File: src/rtl/alu_operand_sequencer.sv
// ============================================================================
// Module   : alu_operand_sequencer
// Brief    : Collects A/B operand beats, drives an external ALU, registers result
// Revision : 1.0
// ============================================================================
`default_nettype none

module alu_operand_sequencer #(
   parameter int WIDTH = 5
) (
   input  logic             clk,
   input  logic             rst_n,
   input  logic             in_valid,
   output logic             in_ready,
   input  logic [WIDTH-1:0] in_data,
   input  logic [1:0]       in_op,
   input  logic             in_chain,
   output logic [WIDTH-1:0] alu_a,
   output logic [WIDTH-1:0] alu_b,
   output logic [1:0]       alu_sel,
   input  logic [WIDTH-1:0] alu_out,
   output logic             out_valid,
   input  logic             out_ready,
   output logic [WIDTH-1:0] out_data,
   output logic             out_zero,
   output logic [7:0]       op_count
);

   typedef enum logic [1:0] {
      LOAD_A = 2'd0,
      LOAD_B = 2'd1,
      EXEC   = 2'd2,
      DONE   = 2'd3
   } state_t;

   state_t           r_state;
   state_t           w_next;
   logic [WIDTH-1:0] r_a;
   logic [WIDTH-1:0] r_b;
   logic [1:0]       r_sel;
   logic [WIDTH-1:0] r_out;
   logic [7:0]       r_cnt;
   logic             w_in_acc;
   logic             w_out_acc;

   assign w_in_acc  = in_valid & in_ready;
   assign w_out_acc = out_valid & out_ready;

   always_ff @(posedge clk or negedge rst_n) begin
      if (!rst_n) begin
         r_state <= LOAD_A;
      end else begin
         r_state <= w_next;
      end
   end

   always_comb begin
      w_next    = r_state;
      in_ready  = 1'b0;
      out_valid = 1'b0;
      case (r_state)
         LOAD_A: begin
            in_ready = 1'b1;
            if (w_in_acc) begin
               w_next = in_chain ? EXEC : LOAD_B;
            end
         end
         LOAD_B: begin
            in_ready = 1'b1;
            if (w_in_acc) begin
               w_next = EXEC;
            end
         end
         EXEC: begin
            w_next = DONE;
         end
         DONE: begin
            out_valid = 1'b1;
            if (w_out_acc) begin
               w_next = LOAD_A;
            end
         end
         default: begin
            w_next = LOAD_A;
         end
      endcase
   end

   // A chained first beat reuses the last result as A and skips the B beat.
   always_ff @(posedge clk or negedge rst_n) begin
      if (!rst_n) begin
         r_a   <= '0;
         r_b   <= '0;
         r_sel <= 2'b00;
      end else if (w_in_acc) begin
         if (r_state == LOAD_A) begin
            if (in_chain) begin
               r_a   <= r_out;
               r_b   <= in_data;
               r_sel <= in_op;
            end else begin
               r_a <= in_data;
            end
         end else begin
            r_b   <= in_data;
            r_sel <= in_op;
         end
      end
   end

   always_ff @(posedge clk or negedge rst_n) begin
      if (!rst_n) begin
         r_out <= '0;
         r_cnt <= 8'd0;
      end else begin
         if (r_state == EXEC) begin
            r_out <= alu_out;
         end
         if (w_out_acc) begin
            r_cnt <= r_cnt + 8'd1;
         end
      end
   end

   assign alu_a    = r_a;
   assign alu_b    = r_b;
   assign alu_sel  = r_sel;
   assign out_data = r_out;
   assign out_zero = (r_out == '0);
   assign op_count = r_cnt;

endmodule

`default_nettype wire

File: config.mk
export PLATFORM = sky130hd
export DESIGN_NAME = alu_operand_sequencer
export DESIGN_NICKNAME = d
export VERILOG_FILES = /design/src/rtl/alu_operand_sequencer.sv
export SDC_FILE = /design/constraint.sdc
export NUM_CORES = 1
export LEC_CHECK = 0
export BUFFER_PORTS_ARGS = -buffer_cell sky130_fd_sc_hd__buf_2
export CAP_MARGIN = 20
export CORE_MARGIN = 3
export CORE_UTILIZATION = 51
export CTS_BUF_LIST = sky130_fd_sc_hd__clkbuf_4
export DETAILED_ROUTE_END_ITERATION = 16
export GPL_ROUTABILITY_DRIVEN = 1
export HOLD_SLACK_MARGIN = 0.08
export PLACE_DENSITY = 0.86
export SETUP_SLACK_MARGIN = 0.2
export SLEW_MARGIN = 15
export SYNTH_ARGS = -nofsm -noshare
export SYNTH_HDL_FRONTEND = slang
export SYNTH_SLANG_ARGS = --single-unit
File: constraint.sdc
create_clock -name clk -period 1.9 [get_ports clk]
set_input_delay 0.19 -clock clk [delete_from_list [all_inputs] [get_ports clk]]
set_output_delay 0.19 -clock clk [all_outputs]
set_load 0.005 [all_outputs]
======== Word level (Yosys, flattened, before mapping) ========
Index checks and enable logic that the tools add are counted.
word-level totals
  word-level logic and storage cells ...... 34
  register bits after elaboration ......... 27
operators by class
  reduce and logical (&&, ||, !) cells .... 6
  mux-type cells .......................... 12
  add/sub/neg operators ................... 1
  bitwise gates (word level) .............. 2
  equal/unequal tests ..................... 7
operators with widths
  kind                   number
  $mux W5                3
  $mux W2                6
  $add A8 B1 Y8 const B  1
  $ne A2 B2 Y1 const B   4
  $pmux W2 S4            1
  $logic_not A5 Y1       1
  $eq A2 B2 Y1 const B   2
  $reduce_and A2 Y1      2
  $reduce_and A3 Y1      1
  $and A1 B1 Y1          2
  $eq A2 B1 Y1 const B   1
  $logic_not A2 Y1       1
  $mux W1                2
  $reduce_or A2 Y1       1

======== Depth between registers and ports, before layout ========
  depth after elaboration ................. 6
  depth in mapped cells ................... 6

======== Worst setup path before layout ========
OpenSTA, ideal clock, no wires.
  path kind ............................... register to register
  start ................................... register r_state[0]
  end ..................................... register r_b[0] (netlist: alu_b[0])
  slack ................................... 0.296 ns
  arrival ................................. 1.479 ns
  stages on the path, launching flop included .. 6
  required time ........................... 1.775 ns
  period minus slack after synthesis ...... 1.604 ns
  path buffers ............................ 0
  path through ............................ dfrtp_1 -> inv_1 -> ha_1 -> mux2_4 -> nand2_4 -> mux2_4
between the ends
  word-level cells in the longest chain between the ends .. 5
  elaborated cells between the ends (all ways) .. 8
  those cells by class .................... eq/ne (2); mux (2); bitwise (1); reduce/logical (3)
RTL lines
  element                                                  line    text
  from (decl)                                              36      state_t r_state;
  from (signal assigned)                                   53      r_state <= w_next;
  $eq A2 B1 Y1 / $logic_not A2 Y1 (equally long branches)  61, 96
  $reduce_or A2 Y1 (no line)                               --
  $mux W1                                                  61      case (r_state)
  $and A1 B1 Y1                                            46      assign w_in_acc = in_valid & in_ready;
  $reduce_and A2 Y1 (no line)                              --
  to (signal assigned)                                     99      r_b <= in_data;
  to (signal assigned)                                     105     r_b <= in_data;
  to (decl)                                                39      logic [WIDTH-1:0] r_b;
Several ways; a longest one is shown, not always the timed one.
A chain may end at the register's enable or synchronous reset.

======== Worst setup path after layout ========
  start ................................... register r_out[1] (netlist: out_data[1])
  end ..................................... output out_zero
between the ends
  word-level cells in the longest chain between the ends .. 1
RTL lines
  element                 line  text
  from (decl)             41    logic [WIDTH-1:0] r_out;
  from (signal assigned)  117   r_out <= alu_out;
  $logic_not A5 Y1        129   assign out_zero = (r_out == '0);
  to (decl)               25    output logic out_zero,
Every way passes these cells.

==> results.yml <==
detailed_routing:
  ant_nets: 0
  drtPass1Iterations: 4
  first_iter_violations: 14
  finalWirelength_mm: 2.654
  vias: 922
  wire_per_inst_um: 14.83
  vias_per_cell: 5.151
  drc: 0
critical_path:
  cp.arrival_ps: 1520
  timing.rr.start: "r_state[0]"
  worstSetupStartpointType: "register"
  cp-end-kind: "primary output"
  crit_required_ps: 1710
  crit_fanout: 3
  critical_path_class: "reg2out"
  crit_path_start: "out_data[1]"
  r2r_cells: 5
cts:
  cts_root_buf: "clkbuf_4"
  htreeDepth: 1
  path_clk_slew_ps: 140
  worstSkewPairLatency_ps: 320
  clkSinkCount: 27
  numCtsBuffers: 3
  cts_tree: "done"
  cts_max_path_buffers: 2
global_routing:
  grt_max_degree: 28
  gr-total-overflow: 0
  grt_usage_pct: 17.89
  grt_pass1_vias: 983
  grt_pass1_wl_mm: 4.409
  antenna_found_initial: 0
cells_and_area:
  final_cells: 179
  area_delta_synth_final_pct: 30.08
  drive_gt1_share_pct: 44.37
  diodes: 0
  fillCellCount: 156
  finalNetCount: 174
timing:
  finalSetupViolCount: 0
  tns_ps: 0
  finClkSkew_ps: 3.074
  fmaxAchievable_mhz: 586.1
  rsz0062_at_grt: "yes"
  tightest_slew_ps: 587.7
  relSlewSlack_pct: 60.82
  fin_crit_sh_pct: 89.79
  hold_viol: 0
  min_period_ps: 1706
  setup_ws_ps: 193.9
  maxSlewViolCount: 0
  hold_ws_ps: 104.1
synth:
  synth_adder_area_share_pct: 4.980
  yosysSeqAreaShare_pct: 53.78
  yosysMostFrequentCell: "dfrtp_1"
  synth_ff_type: "dfrtp_1"
  synthTopCellsByArea: "dfrtp_1, mux2_4, mux2i_1, mux2_2, ha_1"
  synth.distinct_cells: 22
  synthTopCellsByCount: "dfrtp_1, mux2i_1, mux2_4, nor2_1"
  yosys_warnings: 0
  synth-xor-area-share_pct: 4.880
  synth_mux_area_share_pct: 22.11
  synth_nets: 117
  synth.top_cell.area_share_pct: 53.78
  ys_seq_elements: 27
  ys_async_sr_fraction_pct: 100.0
  synth-compound-area-share_pct: 2.490
  yosys.area.top_type: "dfrtp_1"
  synthSimpleGateAreaFrac_pct: 8.466
  synth_edf_count: 0
  mappedNetlistArea_um2: 1256
  synth_top_family_by_area: "multiplexers"
  syn_inst: 95
  syn_avg_cell_area_um2: 13.22
floorplan:
  fp.dieW_um: 55.63
  rows: 17
  initial_utilization_pct: 55.20
  ioPinCount: 45
  die_area_um2: 3095
  core_area_um2: 2276
  die_h_um: 55.63
power:
  ir_drop_uv: 911.6
  leakage_nw: 0.8451
  total_power_mw: 2.394
  p_per_area_nw_per_um2: 1465
flow_run:
  drv_cap: 0
placement:
  place_inst: 164
  routabilityCongestion: 0.7752
  dp_hpwl_mm: 1.875
  io_buffers: 44
  dpl_worst_slack_ps: 191.2
min_path:
  holdPathStages: 2
  hp-start: "in_data[4]"
  hp-class: "in2reg"
status:
  status: "complete, no violations"
worst max-delay path, cell delays in order, from the launching register on:
cell	delay, ps
dfrtp_1	430
or4_1	510
nor2_1	120
buf_2	130
worst paths after layout:
kind | to | slack, ps
min in group asynchronous | op_count[3] | 390
max reg2reg | alu_b[4] | 260
min reg2reg | op_count[7] | 480
min | alu_b[4] | 100
max | out_zero | 190
max in group asynchronous | r_state[0] | 1130
cell usage in the layout (no fill, tap or decap), types with 2 or more instances in the layout:
cell type,instances
buf_2,44
dfrtp_1,27
mux2i_1,9
dlygate4sd3_1,9
mux2_4,8
nor2_1,7
mux2_2,6
xnor2_1,6
inv_1,5
a21oi_1,5
nand4_1,4
ha_1,4
clkbuf_4,3
nand2_1,2
buf_4,2
flip-flops by register name (all words and copies together) (netlist names):
name	flops
alu_sel	2
alu_b	5
op_count	8
r_state	2
out_data	5
alu_a	5
through the flow:
| step | util [%] | cell area [µm²] |
|---|---|---|
| global placement | 65.42 | 1489 |
| CTS | 68.83 | 1567 |
| floorplan | - | 1256 |
| finish | 71.80 | 1634 |
| global route | 71.80 | 1634 |
| detailed placement | 65.42 | 1489 |
area by class of cell:
cell class              instances  area (µm²)  area share [%]
clock buffers                   3       22.52           1.378
clock inverters                 1       5.005          0.3063
inverters                       5       18.77           1.149
multi-input cells              60       551.8           33.77
flip-flops and latches         27       675.6           41.35
well taps                      28       35.03           2.144
repair buffers                 55       325.3           19.91
per-layer routing:
layer	global-route usage, %	wire (µm)
met2	29.90	1326
met4	5.556	31
met5	0	0
met3	6.032	202
met1	21.75	1093
where the power goes:
part	internal [mW]	total, mW	switching [mW]
combinational	0.641	1.12	0.478
sequential	0.828	1.03	0.199
clock	0.0790	0.248	0.169
total	1.55	2.39	0.845
cells by family after synthesis:
| kind of cell | count (synthesis) |
|---|---|
| AOI/OAI and AO/OA | 6 |
| xor gates and xnor gates | 7 |
| adders and majority gates | 5 |
| buffers and inverters | 8 |
| DFF | 27 |
| muxes | 23 |
| and+or+nand+nor | 19 |
repair_timing:
item,in CTS,in global routing
hold buffers,4,5
setup endpoints to repair,8,8
gates resized for setup,1,1
buffers inserted,1,1
pin swaps,0,0
hold endpoints to repair,30,5
Note: power is estimated with default switching activity, not from simulation.
